[src/rtl/shift_reg_responder.sv]
// Command-driven universal shift register.
// Parallel load or N-bit left/right shift, one bit per clock.
module shift_reg_responder #(
  parameter int REG_WIDTH       = 8,
  parameter int SHIFT_CNT_WIDTH = 4
) (
  input  logic                       clk,
  input  logic                       rst,
  input  logic                       i_cmd_valid,
  output logic                       o_cmd_ready,
  input  logic                       i_load,
  input  logic                       i_shift_left_right,
  input  logic [REG_WIDTH-1:0]       i_data_in,
  input  logic [SHIFT_CNT_WIDTH-1:0] i_shift_amt,
  input  logic                       i_serial_in,
  output logic [REG_WIDTH-1:0]       o_data_out,
  output logic                       o_serial_out,
  output logic                       o_busy,
  output logic                       o_done
);

  typedef enum logic {
    IDLE  = 1'b0,
    SHIFT = 1'b1
  } state_t;

  state_t                     state;
  state_t                     state_nxt;
  logic [SHIFT_CNT_WIDTH-1:0] cnt;
  logic                       dir_left;
  logic                       accept;
  logic                       last_shift;
  logic                       zero_amt;

  assign accept     = i_cmd_valid && o_cmd_ready;
  assign zero_amt   = (i_shift_amt == '0);
  assign last_shift = (cnt == SHIFT_CNT_WIDTH'(1));

  // State register
  always_ff @(posedge clk or posedge rst) begin
    if (rst) state <= IDLE;
    else     state <= state_nxt;
  end

  // Next state: only a nonzero shift leaves IDLE
  always_comb begin
    state_nxt = state;
    unique case (state)
      IDLE: begin
        if (accept && !i_load && !zero_amt)
          state_nxt = SHIFT;
      end
      SHIFT: begin
        if (last_shift)
          state_nxt = IDLE;
      end
      default: state_nxt = IDLE;
    endcase
  end

  // Handshake and status outputs decoded from state
  always_comb begin
    o_cmd_ready = 1'b0;
    o_busy      = 1'b0;
    unique case (state)
      IDLE:    o_cmd_ready = !rst;
      SHIFT:   o_busy      = 1'b1;
      default: o_cmd_ready = 1'b0;
    endcase
  end

  // Datapath: load, latch shift command, shift one bit per edge
  always_ff @(posedge clk or posedge rst) begin
    if (rst) begin
      o_data_out   <= '0;
      o_serial_out <= 1'b0;
      o_done       <= 1'b0;
      cnt          <= '0;
      dir_left     <= 1'b0;
    end else begin
      o_done <= 1'b0;
      if (state == IDLE) begin
        if (accept) begin
          if (i_load) begin
            o_data_out <= i_data_in;
            o_done     <= 1'b1;
          end else if (zero_amt) begin
            o_done <= 1'b1;
          end else begin
            cnt      <= i_shift_amt;
            dir_left <= i_shift_left_right;
          end
        end
      end else begin
        if (dir_left) begin
          o_data_out   <= {o_data_out[REG_WIDTH-2:0], i_serial_in};
          o_serial_out <= o_data_out[REG_WIDTH-1];
        end else begin
          o_data_out   <= {i_serial_in, o_data_out[REG_WIDTH-1:1]};
          o_serial_out <= o_data_out[0];
        end
        cnt <= cnt - SHIFT_CNT_WIDTH'(1);
        if (last_shift)
          o_done <= 1'b1;
      end
    end
  end

endmodule

[config.mk]
export PLATFORM = sky130hd
export DESIGN_NAME = shift_reg_responder
export DESIGN_NICKNAME = d
export VERILOG_FILES = /design/src/rtl/shift_reg_responder.sv
export SDC_FILE = /design/constraint.sdc
export NUM_CORES = 1
export LEC_CHECK = 0
export CAP_MARGIN = 40
export CORE_MARGIN = 2
export CORE_UTILIZATION = 45
export DETAILED_ROUTE_END_ITERATION = 8
export PLACE_DENSITY = 0.79
export SYNTH_ARGS = -nofsm -noshare
export SYNTH_HDL_FRONTEND = slang
export SYNTH_SLANG_ARGS = --single-unit
export TNS_END_PERCENT = 5
[constraint.sdc]
create_clock -name clk -period 1.35 [get_ports clk]
set_input_delay 0.27 -clock clk [delete_from_list [all_inputs] [get_ports clk]]
set_output_delay 0.27 -clock clk [all_outputs]
set_load 0.005 [all_outputs]
### After elaboration in Yosys (flattened, before gate mapping)

Index checks and enable logic that the tools add are counted.

* output and inout port bits: 12
* register bits: 16
* logic and storage cells: 44
* input bits: 18

* eq/ne operators: 3
* bitwise operators: 3
* add/sub/neg operators: 1
* reductions and logical operators: 12
* multiplexer cells: 19

Operator list (number)
* 8-bit two-way mux: 4
* 4-bit two-way mux: 4
* 1-bit two-way mux: 10
* 4-bit by 1-bit equality test with 1-bit output, second input constant: 1
* 4-bit logical NOT: 1
* 4-bit AND reduction: 1
* 2-bit nonzero test: 2
* 4-bit by 1-bit subtractor with 4-bit output, second input constant: 1
* 1-bit logical AND: 3
* 1-bit logical NOT: 3
* 1-bit inverter: 3
* 3-bit AND reduction: 1
* 2-bit by 1-bit inequality test with 1-bit output, second input constant: 1
* 2-bit inequality test, second input constant: 1
* 1-bit case mux with 2 select lines: 1
* 2-bit AND reduction: 1

### Depth between registers and ports, before layout

* depth in word-level cells: 7
* gate-level depth with buffers: 5
* gate-level depth less buffers: 5

### Worst setup path before layout

No wires, ideal clock.

* path kind: input to register
* start: input port rst
* end: register o_data_out[0]
* setup slack: -0.134 ns
* setup time: 0.125 ns
* data arrival time: 1.360 ns
* cell stages on the path: 4
* data required time: 1.225 ns
* buffers on the path: 1
* cells stage by stage: inv_1 a31o_2 buf_2 mux2_2

* word-level cells in the longest chain between the ends: 5

RTL lines
* from (decl): line 8 `input logic rst,`
* 1-bit logical NOT (no source line)
* 1-bit two-way mux: line 65 `unique case (state)`
* 1-bit logical AND: line 35 `assign accept = i_cmd_valid && o_cmd_ready;`
* 2-bit nonzero test (no source line)
* 2-bit AND reduction (no source line)
* to (signal assigned): line 85 `o_data_out <= i_data_in;`
* to (signal assigned): line 96 `o_data_out <= {o_data_out[REG_WIDTH-2:0], i_serial_in};`
* to (signal assigned): line 99 `o_data_out <= {i_serial_in, o_data_out[REG_WIDTH-1:1]};`
* to (decl): line 16 `output logic [REG_WIDTH-1:0] o_data_out,`

Every way passes these cells.
A chain may end at the register's enable or synchronous reset.

### Worst setup path after layout

* start: register state
* end: register dir_left

* word-level cells in the longest chain between the ends: 3
* elaborated cells on any way between the ends: 4
* those cells by class: 1 x mux; 1 x bitwise; 2 x reduce/logical

RTL lines
* from (decl): line 27 `state_t state;`
* from (signal assigned): line 42 `else state <= state_nxt;`
* 1-bit two-way mux: line 65
* 1-bit logical AND: line 35
* 4-bit AND reduction (no source line) (*)
* to (signal assigned): line 91 `dir_left <= i_shift_left_right;`
* to (decl): line 30 `logic dir_left;`

Mark *: on every way between the ends. The rest lies on a longest branch, timed or not.

==> metrics.txt <==
setup violators final=0; I/O pins=30; Hold-fix buffers, CTS=0; Congestion Overflow GR=0; Max Fanout on Critical Path=14; leading register cell type out of synthesis=dfrtp_1; Routed WL=around 2500 um; total number of vias=~890; total power=2.863 mW; Syn. warnings=0; total CTS buffers=3; worst setup margin=approximately 0.053 ns; WP data arrival=~1.5 ns; GRT Total Usage=0.2154; Clock transition at path regs=0.09 ns; ratio of cells with drive above 1 in the final layout=0.2754; WL/cell=between 10 and 15 um; RSZ-0062 raised after global routing=yes; outcome=complete, no violations; Place WS=-0.5064 ns; die width=49.48 um; peak supply drop=about 0.0012 V; Post-synth EDFFs=0; vias in the first global route=854; Core Util, Final=0.7188; CP delay by family, top=flip-flops; Layout area overhead=51.48%; met3 usage=0.03636; Lkg Pwr=between 0.6 and 0.7 nW; Gate Count Post-Synth=between 90 and 100; placed cells=around 160; Slew headroom=0.6812; post-synthesis async set-or-reset flop share=1.000; most common cell in the synthesized netlist=dfrtp_1; PwrDens=~2000 mW/mm^2; grt met2 use=0.3559; Worst EP required=1.52 ns; Worst-Margin Slew=0.4746 ns; port bufs=29; Final HPWL DP=between 1500 and 2000 um; crit path cell chain=buf_4, buf_6, nor3_4, mux2_4; global-route wire length before repair=~4000 um; number of max-cap violations=0; Max Slew Vio Count=0; Post-Syn Area=roughly 930 um^2; WS Path Type=flip-flop to flip-flop; synthesized net count=between 100 and 150; syn_area_per_cell=10.12 um^2; Crit-path slowest cell=dfrtp_1; CTS tree=built; Synth cell types=23; buffer and inverter count on the worst path=2; starting density of the core=0.4745; Worst Setup End Kind=flip-flop; Final #Nets=160; drt drc=0; Final Hold Fails=0; clk_lat worst skew=roughly 0.28 ns; number of H-tree levels=1; row count=16; Clock Tree Root=clkbuf_4; Fillers=162; Placeable Area=slightly below 0.002 mm^2; DIE AREA=between 0.002 and 0.0025 mm^2; gr busiest metal=met2; met1 Use GR=0.2790; drt initial violations=23; CP startpoint kind=flip-flop; Final Instance Area=around 0.0014 mm^2; diodes inserted=0; slowest stage delay, CP=around 0.4 ns; most frequent cells after synthesis=16 x dfrtp_1, 12 x a21oi_1, 11 x nor2_1, 9 x mux2_2, 9 x mux2i_1; top cell type's share of synthesized area=0.4301; largest net degree at the start of global routing=17; #FFs+latches synth=16; worst min path class=primary input to asynchronous set/reset pin; GPL Wtd Cong=between 0.7 and 0.8; top cells by area, synth=dfrtp_1 43%, mux2_2 11%, mux2i_1 9.7%, a21oi_1 6.5%, nor2_1 4.4%; sequential-to-total area share from yosys stat=0.4301; Worst Skew=between 0.004 and 0.005 ns; Chip Height=49.48 um; Final period util=0.9611; Yosys top cell by area=dfrtp_1; Via density=5.406; final non-filler cell total=around 170; max frequency=~0.77 GHz; initial antenna violation count=0; clock sinks=16; worst-case clock buffer depth=2; dpl cell area=approximately 0.0013 mm^2; DRT antenna net count=0; first drt pass iteration count=4; fin crit period=~1.3 ns
[sequential cells by signal, indices dropped and copies added, names as in the netlist]
name,count
cnt,4
dir_left,1
o_data_out,8
o_done,1
o_serial_out,1
state,1
[repair_timing]
action / CTS / global route
gates resized for setup: 22 / 4
pin swaps: 3 / 0
buffers inserted: 7 / 0
endpoints found under the setup margin: 25 / 15
[metal layers]
metal  vias to the layer above  part of all wire
met3                        10             0.044
li1                        429                 -
met2                        33              0.50
met5                         -                 0
met4                         0             0.027
met1                       420              0.43
[final cells by class]
type                       instances  area [um^2]  share of cell area
tap                               27        33.78             0.02396
timing repair buffer              48        417.9              0.2964
sequential                        16        401.6              0.2848
inverter                           5        22.52             0.01597
clock buffer                       3        22.52             0.01597
multi-input combinational         66        511.7              0.3629
[cells in the final DEF, fill, tap and decap left out, types with 2 or more instances in the layout]
master           count
buf_4               18
dlygate4sd2_1       17
dfrtp_1             15
a21oi_1             12
nor2_1              11
clkdlybuf4s50_1     10
mux2i_1              9
mux2_2               8
o21ai_0              5
inv_1                4
nor3b_1              3
clkbuf_4             3
a22oi_1              2
nand2b_1             2
ha_1                 2
[stage by stage]
step                 TNS [ns]  hold slack (ns)
floorplan                   0           0.1016
global placement       -4.987           0.5261
detailed placement     -5.301           0.5140
CTS                         0           0.2940
global route        -0.003675           0.3044
finish                      0           0.2907
[logic make-up (layout without fill, tap and decap cells)]
family / count (synthesis) / in the layout / share of synthesized area
AOI/OAI and AO/OA: 23 / 23 / 0.1452
DFF: 16 / 16 / 0.4301
buffers and inverters: 10 / 56 / 0.04301
adders and majority gates: 2 / 2 / 0.02688
and+or+nand+nor: 22 / 22 / 0.1398
xor gates and xnor gates: 1 / 1 / 0.009410
muxes: 18 / 18 / 0.2057
[tightest hold or removal path, delay by kind of cell]
kind                   cells  cell delay (ns)
buffers and inverters      4             0.68
[path summary, 6_finish.rpt]
kind,from,endpoint,slack [ns],cells after the start
worst min-delay path,rst,cnt[2],0.29,4
min in group clk,i_load,o_done,0.48,4
worst max register to register,state,dir_left,0.05,4
worst max-delay path,state,dir_left,0.05,4
worst min register to register,o_serial_out,o_serial_out,0.54,2
max in group asynchronous,rst,dir_left,0.86,4
[power breakdown]
| group | total, mW | switching, mW | internal (mW) |
|---|---|---|---|
| Sequential | 0.949 | 0.222 | 0.727 |
| Combinational | 1.66 | 0.704 | 0.961 |
| Clock | 0.249 | 0.146 | 0.103 |
Power figures use the tool's default switching activity.
